**src/rtl/ram_ctrl_pkg.sv**
```systemverilog
// Shared types and default sizes for the dual-requester RAM controller.
//   ctrl_state_e : controller FSM states (init sweep, serving requests)
//   req_id_e     : requester identity, used for arbitration and response steering
package ram_ctrl_pkg;

  localparam int unsigned DefAddrW = 4;
  localparam int unsigned DefDataW = 8;

  typedef enum logic {
    StInit,
    StServe
  } ctrl_state_e;

  typedef enum logic {
    ReqA,
    ReqB
  } req_id_e;

endpackage

```
**src/rtl/ram_array_16x8.sv**
```systemverilog
// Single-port synchronous RAM with read-old-data behaviour.
// Ports:
//   clk   : clock
//   en    : access enable; rdata register loads only on enabled cycles
//   we    : write enable (qualified by en)
//   addr  : word address
//   wdata : write data
//   rdata : registered read data, contents of addr before any same-cycle write
// The array has no reset; contents are established by the controller's init sweep.
module ram_array_16x8
  import ram_ctrl_pkg::*;
#(
  parameter int unsigned ADDR_W = DefAddrW,
  parameter int unsigned DATA_W = DefDataW
) (
  input  logic              clk,
  input  logic              en,
  input  logic              we,
  input  logic [ADDR_W-1:0] addr,
  input  logic [DATA_W-1:0] wdata,
  output logic [DATA_W-1:0] rdata
);

  localparam int unsigned Depth = 2 ** ADDR_W;

  logic [DATA_W-1:0] mem [Depth];
  logic [DATA_W-1:0] rdata_q;

  // Read is sampled from the pre-write contents, so a write returns the old word.
  always_ff @(posedge clk) begin
    if (en) begin
      rdata_q <= mem[addr];
      if (we) begin
        mem[addr] <= wdata;
      end
    end
  end

  assign rdata = rdata_q;

endmodule

```
**src/rtl/ram_port_arbiter.sv**
```systemverilog
// Shares one single-port RAM between requesters A and B.
// After reset it writes INIT_VAL to every word (one word per cycle), then serves
// requests with round-robin arbitration. Each accepted access produces a one-cycle
// response pulse to its owner on the following cycle.
// Ports:
//   clk, rst_n                  : clock, asynchronous active-low reset
//   a_valid/a_we/a_addr/a_wdata : requester A request
//   a_ready                     : A accepted this cycle (combinational)
//   a_rsp_valid/a_rsp_rdata     : A response pulse and data (data holds between pulses)
//   b_*                         : same for requester B
//   init_done                   : high once the init sweep has finished
module ram_port_arbiter
  import ram_ctrl_pkg::*;
#(
  parameter int unsigned       ADDR_W   = DefAddrW,
  parameter int unsigned       DATA_W   = DefDataW,
  parameter logic [DATA_W-1:0] INIT_VAL = '0
) (
  input  logic              clk,
  input  logic              rst_n,

  input  logic              a_valid,
  output logic              a_ready,
  input  logic              a_we,
  input  logic [ADDR_W-1:0] a_addr,
  input  logic [DATA_W-1:0] a_wdata,
  output logic              a_rsp_valid,
  output logic [DATA_W-1:0] a_rsp_rdata,

  input  logic              b_valid,
  output logic              b_ready,
  input  logic              b_we,
  input  logic [ADDR_W-1:0] b_addr,
  input  logic [DATA_W-1:0] b_wdata,
  output logic              b_rsp_valid,
  output logic [DATA_W-1:0] b_rsp_rdata,

  output logic              init_done
);

  ctrl_state_e       state_q, state_d;
  logic [ADDR_W-1:0] cnt_q, cnt_d;
  req_id_e           last_grant_q, last_grant_d;

  logic              rsp_valid_q;
  req_id_e           rsp_owner_q;
  logic [DATA_W-1:0] a_hold_q, b_hold_q;

  logic              ram_en;
  logic              ram_we;
  logic [ADDR_W-1:0] ram_addr;
  logic [DATA_W-1:0] ram_wdata;
  logic [DATA_W-1:0] ram_rdata;

  // Next-state, arbitration and RAM port mux.
  always_comb begin
    state_d      = state_q;
    cnt_d        = cnt_q;
    last_grant_d = last_grant_q;
    a_ready      = 1'b0;
    b_ready      = 1'b0;
    ram_en       = 1'b0;
    ram_we       = 1'b0;
    ram_addr     = cnt_q;
    ram_wdata    = INIT_VAL;

    case (state_q)
      StInit: begin
        ram_en = 1'b1;
        ram_we = 1'b1;
        cnt_d  = cnt_q + ADDR_W'(1);
        if (&cnt_q) begin
          state_d = StServe;
        end
      end

      StServe: begin
        // On a tie the requester that did not win last time is granted.
        a_ready = a_valid & (~b_valid | (last_grant_q == ReqB));
        b_ready = b_valid & (~a_valid | (last_grant_q == ReqA));
        if (a_ready) begin
          ram_en       = 1'b1;
          ram_we       = a_we;
          ram_addr     = a_addr;
          ram_wdata    = a_wdata;
          last_grant_d = ReqA;
        end else if (b_ready) begin
          ram_en       = 1'b1;
          ram_we       = b_we;
          ram_addr     = b_addr;
          ram_wdata    = b_wdata;
          last_grant_d = ReqB;
        end
      end

      default: begin
        state_d = StInit;
      end
    endcase
  end

  always_ff @(posedge clk or negedge rst_n) begin
    if (!rst_n) begin
      state_q      <= StInit;
      cnt_q        <= '0;
      last_grant_q <= ReqB;
    end else begin
      state_q      <= state_d;
      cnt_q        <= cnt_d;
      last_grant_q <= last_grant_d;
    end
  end

  // Response pipeline: owner/valid registered alongside the RAM read register.
  // Reset drops any in-flight response.
  always_ff @(posedge clk or negedge rst_n) begin
    if (!rst_n) begin
      rsp_valid_q <= 1'b0;
      rsp_owner_q <= ReqA;
      a_hold_q    <= '0;
      b_hold_q    <= '0;
    end else begin
      rsp_valid_q <= a_ready | b_ready;
      if (a_ready | b_ready) begin
        rsp_owner_q <= b_ready ? ReqB : ReqA;
      end
      // Capture delivered data so each port holds its last response.
      if (a_rsp_valid) begin
        a_hold_q <= ram_rdata;
      end
      if (b_rsp_valid) begin
        b_hold_q <= ram_rdata;
      end
    end
  end

  assign a_rsp_valid = rsp_valid_q & (rsp_owner_q == ReqA);
  assign b_rsp_valid = rsp_valid_q & (rsp_owner_q == ReqB);
  assign a_rsp_rdata = a_rsp_valid ? ram_rdata : a_hold_q;
  assign b_rsp_rdata = b_rsp_valid ? ram_rdata : b_hold_q;
  assign init_done   = (state_q == StServe);

  ram_array_16x8 #(
    .ADDR_W (ADDR_W),
    .DATA_W (DATA_W)
  ) u_ram (
    .clk   (clk),
    .en    (ram_en),
    .we    (ram_we),
    .addr  (ram_addr),
    .wdata (ram_wdata),
    .rdata (ram_rdata)
  );

endmodule

```
**config.mk**
```make
export PLATFORM = sky130hd
export DESIGN_NAME = ram_port_arbiter
export DESIGN_NICKNAME = d
export VERILOG_FILES = /design/src/rtl/ram_ctrl_pkg.sv /design/src/rtl/ram_array_16x8.sv /design/src/rtl/ram_port_arbiter.sv
export SDC_FILE = /design/constraint.sdc
export NUM_CORES = 1
export LEC_CHECK = 0
export ABC_AREA = 1
export BUFFER_PORTS_ARGS = -buffer_cell sky130_fd_sc_hd__buf_2
export CAP_MARGIN = 20
export CORE_AREA = 4 4 173 175
export DETAILED_ROUTE_END_ITERATION = 10
export DIE_AREA = 0 0 177 179
export MAX_ROUTING_LAYER = met4
export PLACE_DENSITY = 0.48
export SYNTH_ARGS = -nofsm -noshare
export SYNTH_HDL_FRONTEND = slang
export SYNTH_SLANG_ARGS = --single-unit
```
**constraint.sdc**
```tcl
create_clock -name clk -period 4.1 [get_ports clk]
set_clock_uncertainty 0.1 [all_clocks]
set_input_delay 0.205 -clock clk [delete_from_list [all_inputs] [get_ports clk]]
set_output_delay 0.205 -clock clk [all_outputs]
set_load 0.05 [all_outputs]
```
### Yosys cells after proc, flatten, opt, wreduce, memory -nomap -nowiden

Memory sizes are Yosys's and may differ from the RTL's. A register that Yosys moved wholly into a read port is not among the register bits.
Cells that the tools add are included.

* flip-flop bits (word level): 24
* memories: 1
* bits in writable memories: 128
* word-level logic and storage cells: 48

* bitwise gates (word level): 12
* add/subtract/negate cells: 1
* mux-type cells: 24
* reduce and logical (&&, ||, !) cells: 3

Memories
* u_ram.mem: depth 16, bits a word 8, rd ports 1, clocked after memory_dff 1, wr ports 1, RTL line ram_array_16x8.sv:26 `logic [DATA_W-1:0] mem [Depth];`

Operator list (count)
* 8-bit 2-to-1 mux: 5
* 1-bit 2-to-1 mux: 14
* 4-bit 2-to-1 mux: 3
* 1-bit inverter: 5
* 4-bit by 1-bit adder with 4-bit output, second input constant: 1
* 1-bit AND: 4
* 1-bit case mux with 2 select lines: 2
* 4-bit AND reduction: 1
* 1-bit OR: 3
* 2-bit AND reduction: 1
* 2-bit nonzero test: 1

### Logic depth before layout (Yosys ltp)

Gate-level depths: netlist of the first run.

* word-level depth: 9
* gate-level depth with buffers: 17
* mapped depth without buffers: 15

### Cells and area by module

A second synthesis of the first run with hierarchy kept.

* cell total of the unflattened synthesis: 707
* area total of the unflattened synthesis: 6904.1 µm²

Modules (own cells, without submodules)
* ram_array_16x8: sequential area each 4083.9 µm², instances 1, cells an instance 550, area each 5684.2 µm²
* ram_port_arbiter: sequential area each 601.8 µm², instances 1, cells an instance 157, area each 1219.9 µm²

### Worst setup path before layout of the first run

Ideal clock, no wire load.

* kind: register to register
* from: register state_q, in the netlist init_done
* to: memory u_ram.mem[11][0] in the netlist's numbering (enable)
* library setup time: 0.370 ns
* required time: 3.630 ns
* data arrival time: 2.241 ns
* cell stages (with the launch flop): 12
* path slack: 1.388 ns
* period minus slack after synthesis: 2.712 ns
* path through: dfrtp_1 -> buf_4 -> inv_4 -> nor2_4 -> buf_6 -> nor2_4 -> nand2_2 -> nand3b_4 -> inv_4 -> buf_4 -> nand4_1 -> nor2_1

* word-level cells in the longest chain between the ends: 5
* elaborated cells on any way between the ends: 7
* classes of those cells: mux: 6; bitwise: 1

Ends and longest elaborated chain
* start, declared: RTL line ram_port_arbiter.sv:41 `ctrl_state_e state_q, state_d;`
* start signal, assigned: RTL line ram_port_arbiter.sv:104 `state_q <= StInit;`
* start signal, assigned: RTL line ram_port_arbiter.sv:108 `state_q <= state_d;`
* 1-bit inverter
* 1-bit case mux with 2 select lines: RTL line ram_port_arbiter.sv:67 `case (state_q)`
* 1-bit 2-to-1 mux: RTL line ram_array_16x8.sv:33 `if (we) begin`
* 1-bit 2-to-1 mux: RTL line ram_array_16x8.sv:31 `if (en) begin`
* 1-bit 2-to-1 mux (implied by the code): RTL line ram_array_16x8.sv:34 `mem[addr] <= wdata;`
* end, declared: RTL line ram_array_16x8.sv:26

Several ways; a longest one is shown, not always the timed one.

### Worst setup path after layout of the first run

* from: register state_q, in the netlist init_done
* to: memory u_ram.mem[9][1] in the netlist's numbering (enable)

Same word-level chain as after synthesis.

==> results.py, run 1 <==
metrics = {
    "global_route": {
        "top_usage_layer": "met2",
        "grt_pass1_vias": 4881,
        "grt_max_degree": 46,
        "grtUsageMet1": 0.144,
        "met3_usage": 0.0293,
        "grt_usage": 0.118,
        "grt_first_pass_wirelength_um": 27500,
        "antenna_found_initial": 0,
        "overflow": 0,
        "met2_usage": 0.197,
    },
    "timing": {
        "grt_setup_unrepaired": "false",
        "setup_tns_ns": 0,
        "fmax_ghz": 0.322,
        "fin_crit_sh": 0.757,
        "finalSetupViolCount": 0,
        "max_slew_margin": 0.397,
        "maxSlewViolCount": 0,
        "period_needed_ns": 3.10,
        "hold_slack_ns": 0.0994,
        "worst_pin_slew_ns": 0.905,
        "hold_viol": 0,
    },
    "logic_synthesis": {
        "ys_seq_area_frac": 0.667,
        "synth.distinct_cells": 26,
        "synth_seq_cells": 160,
        "synth-edff-count": 136,
        "synth_compound_area_frac": 0.0260,
        "synth_xor_xnor_area_share": 0.00249,
        "yosys_warnings": 0,
        "synth-simple-area-share": 0.250,
        "synth_top_family_by_area": "simple AND/OR/NAND/NOR gates",
        "syn_inst": 698,
        "synth_mux_area_frac": 0,
        "async_flop_share": 0.150,
        "synthAdderAreaFrac": 0.00178,
        "syn_area_per_cell_um2": 10.1,
        "syn_area_um2": 7030,
        "syn_nets": 729,
        "synth-main-ff-cell": "edfxtp_1",
    },
    "worst_setup_path": {
        "critPathSlowestCell": "nor2_1",
        "cp_data_arrival_time_ns": 3.06,
        "path_cells": "inv_4 > nor2_4 > inv_1 > nor2_1 > inv_1 > nand3b_4 > buf_4 > nand4_1 > nor2_1",
        "r2r-start": "init_done",
        "crit_path_start_kind": "register",
        "path_max_fanout": 34,
        "critPathCaptureType": "register",
        "r2r_cells": 9,
        "worstPathRequired_ns": 4.06,
        "reg2reg_slack_ns": 1.0,
        "slowest_delay_ns": 0.60,
        "rr_endpoint": "u_ram.mem[9][1]",
        "crit_path_start": "init_done",
        "critPathKind": "register to register",
        "worstSetupEndpoint": "u_ram.mem[9][1]",
    },
    "final_layout": {
        "drive_gt1_frac": 0.139,
        "multi_input_area_um2": 1980,
        "fill_cells": 2993,
        "antenna_cells": 0,
        "regArea_um2": 4690,
        "final_nets": 776,
        "post-route-cell-area_um2": 8250,
        "areaGrowthSynthToFinish_pct": 17.4,
        "fin_util": 0.290,
    },
    "routing": {
        "drt_iter0_drc": 293,
        "avgViaCountPerCell": 4.24,
        "drc": 0,
        "vias": 4837,
        "wl_per_cell_um": 15.2,
        "ant_nets": 0,
        "routed_wl_um": 17400,
        "dr.pass1.iters": 4,
    },
    "die": {
        "design.core.area_um2": 28500,
        "dieArea_um2": 31700,
        "die_w_um": 177,
        "die_y_um": 179,
        "initial_core_util": 0.247,
        "fp-row-count": 62,
        "num_io_pins": 51,
    },
    "cts": {
        "cts_tree": "yes",
        "clockBufferDepth": 2,
        "clockRootBuffer": "clkbuf_16",
        "cts_num_sinks": 160,
        "htree_levels": 4,
        "post-cts-setup-buffers": 0,
        "clk_latency_ns": 0.43,
        "path_clk_slew_ns": 0.06,
        "numCtsBuffers": 17,
    },
    "power": {
        "leakage_nw": 3.53,
        "powerDensity_nw_per_um2": 521,
        "p_total_mw": 4.30,
        "peakVddDrop_v": 0.000271,
    },
    "place": {
        "place.gp.congestion": 0.831,
        "placedInstanceArea_um2": 7640,
        "io_buffer_count": 50,
        "dp_hpwl_um": 11400,
    },
    "worst_hold_path": {
        "hold_path.class": "input pin to register",
        "holdCritStartpoint": "b_valid",
    },
    "run": {
        "maxCapViolCount": 0,
    },
    "run_status": {
        "status": "completed",
    },
}
-- layout make-up --
type                       instances  area share
inverter                          47      0.0220
clock inverter                     3     0.00531
tap                              384      0.0583
multi-input combinational        459       0.240
sequential                       160       0.568
timing repair buffer              60      0.0397
clock buffer                      29      0.0671
-- per-stage QoR --
stage / std cells / worst slack (ns)
6_report: 1142 / 0.998
5_1_grt: 1142 / 0.694
4_1_cts: 1142 / 0.955
3_5_place_dp: 1109 / 0.970
3_3_place_gp: 1109 / 1.00
2_1_floorplan: 698 / 1.39
-- flip-flops by register name, indices dropped and copies added (netlist names) --
name / cells
u_ram.mem: 128
b_hold_q: 8
a_hold_q: 8
rsp_owner_q: 1
init_done: 1
rsp_valid_q: 1
last_grant_q: 1
cnt_q: 4
u_ram.rdata: 8
-- critical path, delay by kind of cell, from the launching register on --
kind          cells  cell delay (ns)
simple gates      5             1.40
buf+inv           4             0.67
flops             1             0.54
-- placed cells by master (no fill, tap or decap) --
| cell | n |
|---|---|
| nand2_1 | 317 |
| edfxtp_1 | 136 |
| nand3_1 | 72 |
| buf_2 | 50 |
| inv_1 | 40 |
| dfrtp_1 | 23 |
| nor2_1 | 22 |
| o21ai_0 | 19 |
| clkbuf_16 | 19 |
| buf_4 | 9 |
| a22o_1 | 8 |
| nand2_2 | 6 |
| clkbuf_1 | 6 |
| inv_2 | 5 |
| clkbuf_8 | 4 |
| nor2_4 | 3 |
| nand4_1 | 3 |
| inv_4 | 2 |
| xor2_1 | 2 |
| or2_0 | 1 |
| a21oi_1 | 1 |
| nand3b_4 | 1 |
| o22ai_2 | 1 |
| nand3b_1 | 1 |
| nor2_2 | 1 |
| ha_1 | 1 |
| bufinv_16 | 1 |
| clkinv_2 | 1 |
| clkinv_4 | 1 |
| dlygate4sd3_1 | 1 |
| dfstp_2 | 1 |
-- layer usage --
layer,vias to the layer above,routed length (µm)
met2,118,8550
met1,2310,7710
met5,-,0
met3,15,921
met4,0,219
li1,2394,-
-- cell families after synthesis --
kind of cell | Yosys count
xor+xnor | 2
buf+inv | 79
flops | 160
compound gates | 29
fa+ha+maj | 1
simple gates | 427
-- worst min path at each step --
stage | end | slack, ns | depth (start not counted)
floorplan | a_hold_q[0] | -0.19 | 0
finish | rsp_valid_q | 0.1 | 4
global placement | cnt_q[2] | 0.13 | 1
global route | rsp_valid_q | 0.13 | 4
CTS | rsp_valid_q | 0.08 | 4
detailed placement | init_done | 0.13 | 1
-- cell usage after synthesis (2+ instances only) --
cell type | instances | share of area
a22o_1 | 8 | 0.010
nor2_1 | 22 | 0.012
inv_2 | 5 | 0.0027
nand3_1 | 72 | 0.051
nand2_1 | 318 | 0.17
buf_2 | 15 | 0.011
dfrtp_1 | 23 | 0.082
nand4_1 | 3 | 0.0027
buf_4 | 9 | 0.0096
o21ai_0 | 19 | 0.014
buf_6 | 2 | 0.0032
nor2_4 | 3 | 0.0048
clkbuf_1 | 6 | 0.0032
inv_4 | 2 | 0.0018
xor2_1 | 2 | 0.0025
inv_1 | 40 | 0.021
nand2_2 | 5 | 0.0045
edfxtp_1 | 136 | 0.58
-- where the power goes --
group          total (mW)  internal (mW)  switching [mW]
Combinational       0.798          0.177           0.621
Sequential           1.93           1.90          0.0254
Clock                1.57          0.975           0.596
-- timing repair --
action	in CTS	in global routing
setup endpoints to repair	0	0
hold buffers	1	0
resized for setup	0	0
endpoints found under the hold margin	23	0
(Power assumes the default switching activity.)
==> inputs of run 2 (changes only) <==
Settings changed: PLACE_DENSITY 0.48 to 0.49.
Clock period 4.1 ns to 2.5 ns, I/O delays scaled along.
==> run 2 against run 1 <==
Effect of this change: global-route usage is 0.36 points higher; worst setup slack lost 0.81 ns; sequential share of layout area decreased by 3.4 points; first-iteration DRC count is 0.34% lower; sequential power grew 64%; critical path depth increased by 2; core utilization is 1.9 points higher.
==> results.py, run 2 (synthesis gave the netlist of run 1 again) <==
metrics = {
    "timing": {
        "finalSetupViolCount": 0,
        "worst_pin_slew_ns": 0.544,
        "fin_crit_sh": 0.926,
        "grt_setup_unrepaired": "false",
        "hold_viol": 0,
        "max_slew_margin": 0.637,
        "layout_setup_ws_ns": 0.184,
        "period_needed_ns": 2.32,
        "fmax_ghz": 0.432,
        "hold_slack_ns": 0.0421,
        "setup_tns_ns": 0,
        "maxSlewViolCount": 0,
    },
    "place": {
        "place.gp.congestion": 0.803,
        "placedInstanceArea_um2": 8080,
        "dp_hpwl_um": 11900,
        "io_buffer_count": 50,
        "pre_cts_slack_ns": 0.113,
    },
    "die": {
        "dieArea_um2": 31700,
        "design.core.area_um2": 28500,
        "die_y_um": 179,
        "initial_core_util": 0.247,
        "fp-row-count": 62,
        "die_w_um": 177,
        "num_io_pins": 51,
    },
    "final_layout": {
        "antenna_cells": 0,
        "drive_gt1_frac": 0.206,
        "post-route-cell-area_um2": 8780,
        "regArea_um2": 4690,
        "final_common_cell": "nand2_1",
        "areaGrowthSynthToFinish_pct": 24.9,
        "regMostFlops": "u_ram.mem",
        "fill_cells": 2966,
        "final_cell_mix": "nand2_1 (317), edfxtp_1 (136), nand3_1 (71)",
        "largest_register_ffs": 128,
        "final_nets": 818,
        "multi_input_area_um2": 2010,
    },
    "routing": {
        "ant_nets": 0,
        "drt_iter0_drc": 292,
        "routed_wl_um": 18100,
        "avgViaCountPerCell": 4.13,
        "wl_per_cell_um": 15.3,
        "vias": 4888,
        "dr.pass1.iters": 4,
        "drc": 0,
    },
    "run": {
        "maxCapViolCount": 0,
    },
    "global_route": {
        "grt_pass1_vias": 5072,
        "antenna_found_initial": 0,
        "grt_first_pass_wirelength_um": 28400,
        "grt_max_degree": 51,
        "grt_usage": 0.122,
        "overflow": 0,
    },
    "cts": {
        "htree_levels": 4,
        "cts_num_sinks": 160,
        "path_clk_slew_ns": 0.07,
        "numCtsBuffers": 17,
        "cts_tree": "yes",
        "clockBufferDepth": 2,
        "clk_latency_ns": 0.44,
        "clockRootBuffer": "clkbuf_16",
    },
    "power": {
        "peakVddDrop_v": 0.000457,
        "powerDensity_nw_per_um2": 846,
        "p_total_mw": 7.43,
        "leakage_nw": 3.80,
    },
    "worst_setup_path": {
        "reg2reg_slack_ns": 0.18,
        "worstPathRequired_ns": 2.55,
        "critPathCaptureType": "register",
        "r2r_cells": 11,
        "critPathKind": "register to register",
        "crit_path_start_kind": "register",
        "path_max_fanout": 26,
        "cp_data_arrival_time_ns": 2.37,
    },
    "run_status": {
        "status": "completed",
    },
    "worst_hold_path": {
        "whs_path_depth": 5,
        "hold_path.class": "input pin to register",
    },
}
-- run 2: repair_timing --
item,4_1_cts,5_1_grt
hold buffers,2,0
setup buffers,0,3
endpoints found under the hold margin,25,0
gates resized for setup,0,4
endpoints found under the setup margin,0,87
-- run 2: worst max-delay path, stage by stage (launching register included) --
cell and delay (ns):
dfstp_2 0.53, inv_1 0.06, nand2_1 0.09, nand2_2 0.08, nand3_1 0.10, nand2_2 0.09, nand2_2 0.16, buf_12 0.20
nand3_1 0.13, buf_4 0.18, nor2_2 0.15, buf_12 0.14
-- run 2: through the flow --
step,utilization,instances
3_3_place_gp,0.284,1147
3_5_place_dp,0.284,1147
4_1_cts,0.307,1181
2_1_floorplan,-,698
5_1_grt,0.308,1184
6_report,0.308,1184
-- run 2: final cells by class --
class | instances | share of cell area
Timing Repair Buffer | 102 | 0.0886
Tap cell | 384 | 0.0547
Inverter | 47 | 0.0207
Clock buffer | 17 | 0.0484
Sequential cell | 160 | 0.534
Multi-Input combinational cell | 459 | 0.229
Clock inverter | 15 | 0.0251
-- run 2: final timing paths --
check / from / end
worst max-delay path: last_grant_q / u_ram.mem[10][7]
worst min-delay path: a_valid / rsp_valid_q
worst max register to register: last_grant_q / u_ram.mem[10][7]
worst min register to register: a_hold_q[3] / a_hold_q[3]
max in group asynchronous: rst_n / init_done
min in group asynchronous: rst_n / init_done
-- run 2: per-layer routing --
layer | vias up | wire length [µm] | GRT usage
met5 | - | 0 | -
met4 | 0 | 254 | 0.0384
met3 | 16 | 761 | 0.0276
met2 | 81 | 8580 | 0.199
met1 | 2314 | 8470 | 0.152
li1 | 2477 | - | -
-- run 2: report_power, final --
| part | switching [mW] | internal (mW) | total (mW) |
|---|---|---|---|
| registers | 0.0438 | 3.12 | 3.16 |
| clock network | 1.13 | 1.71 | 2.84 |
| logic | 1.05 | 0.374 | 1.43 |
| total | 2.23 | 5.20 | 7.43 |
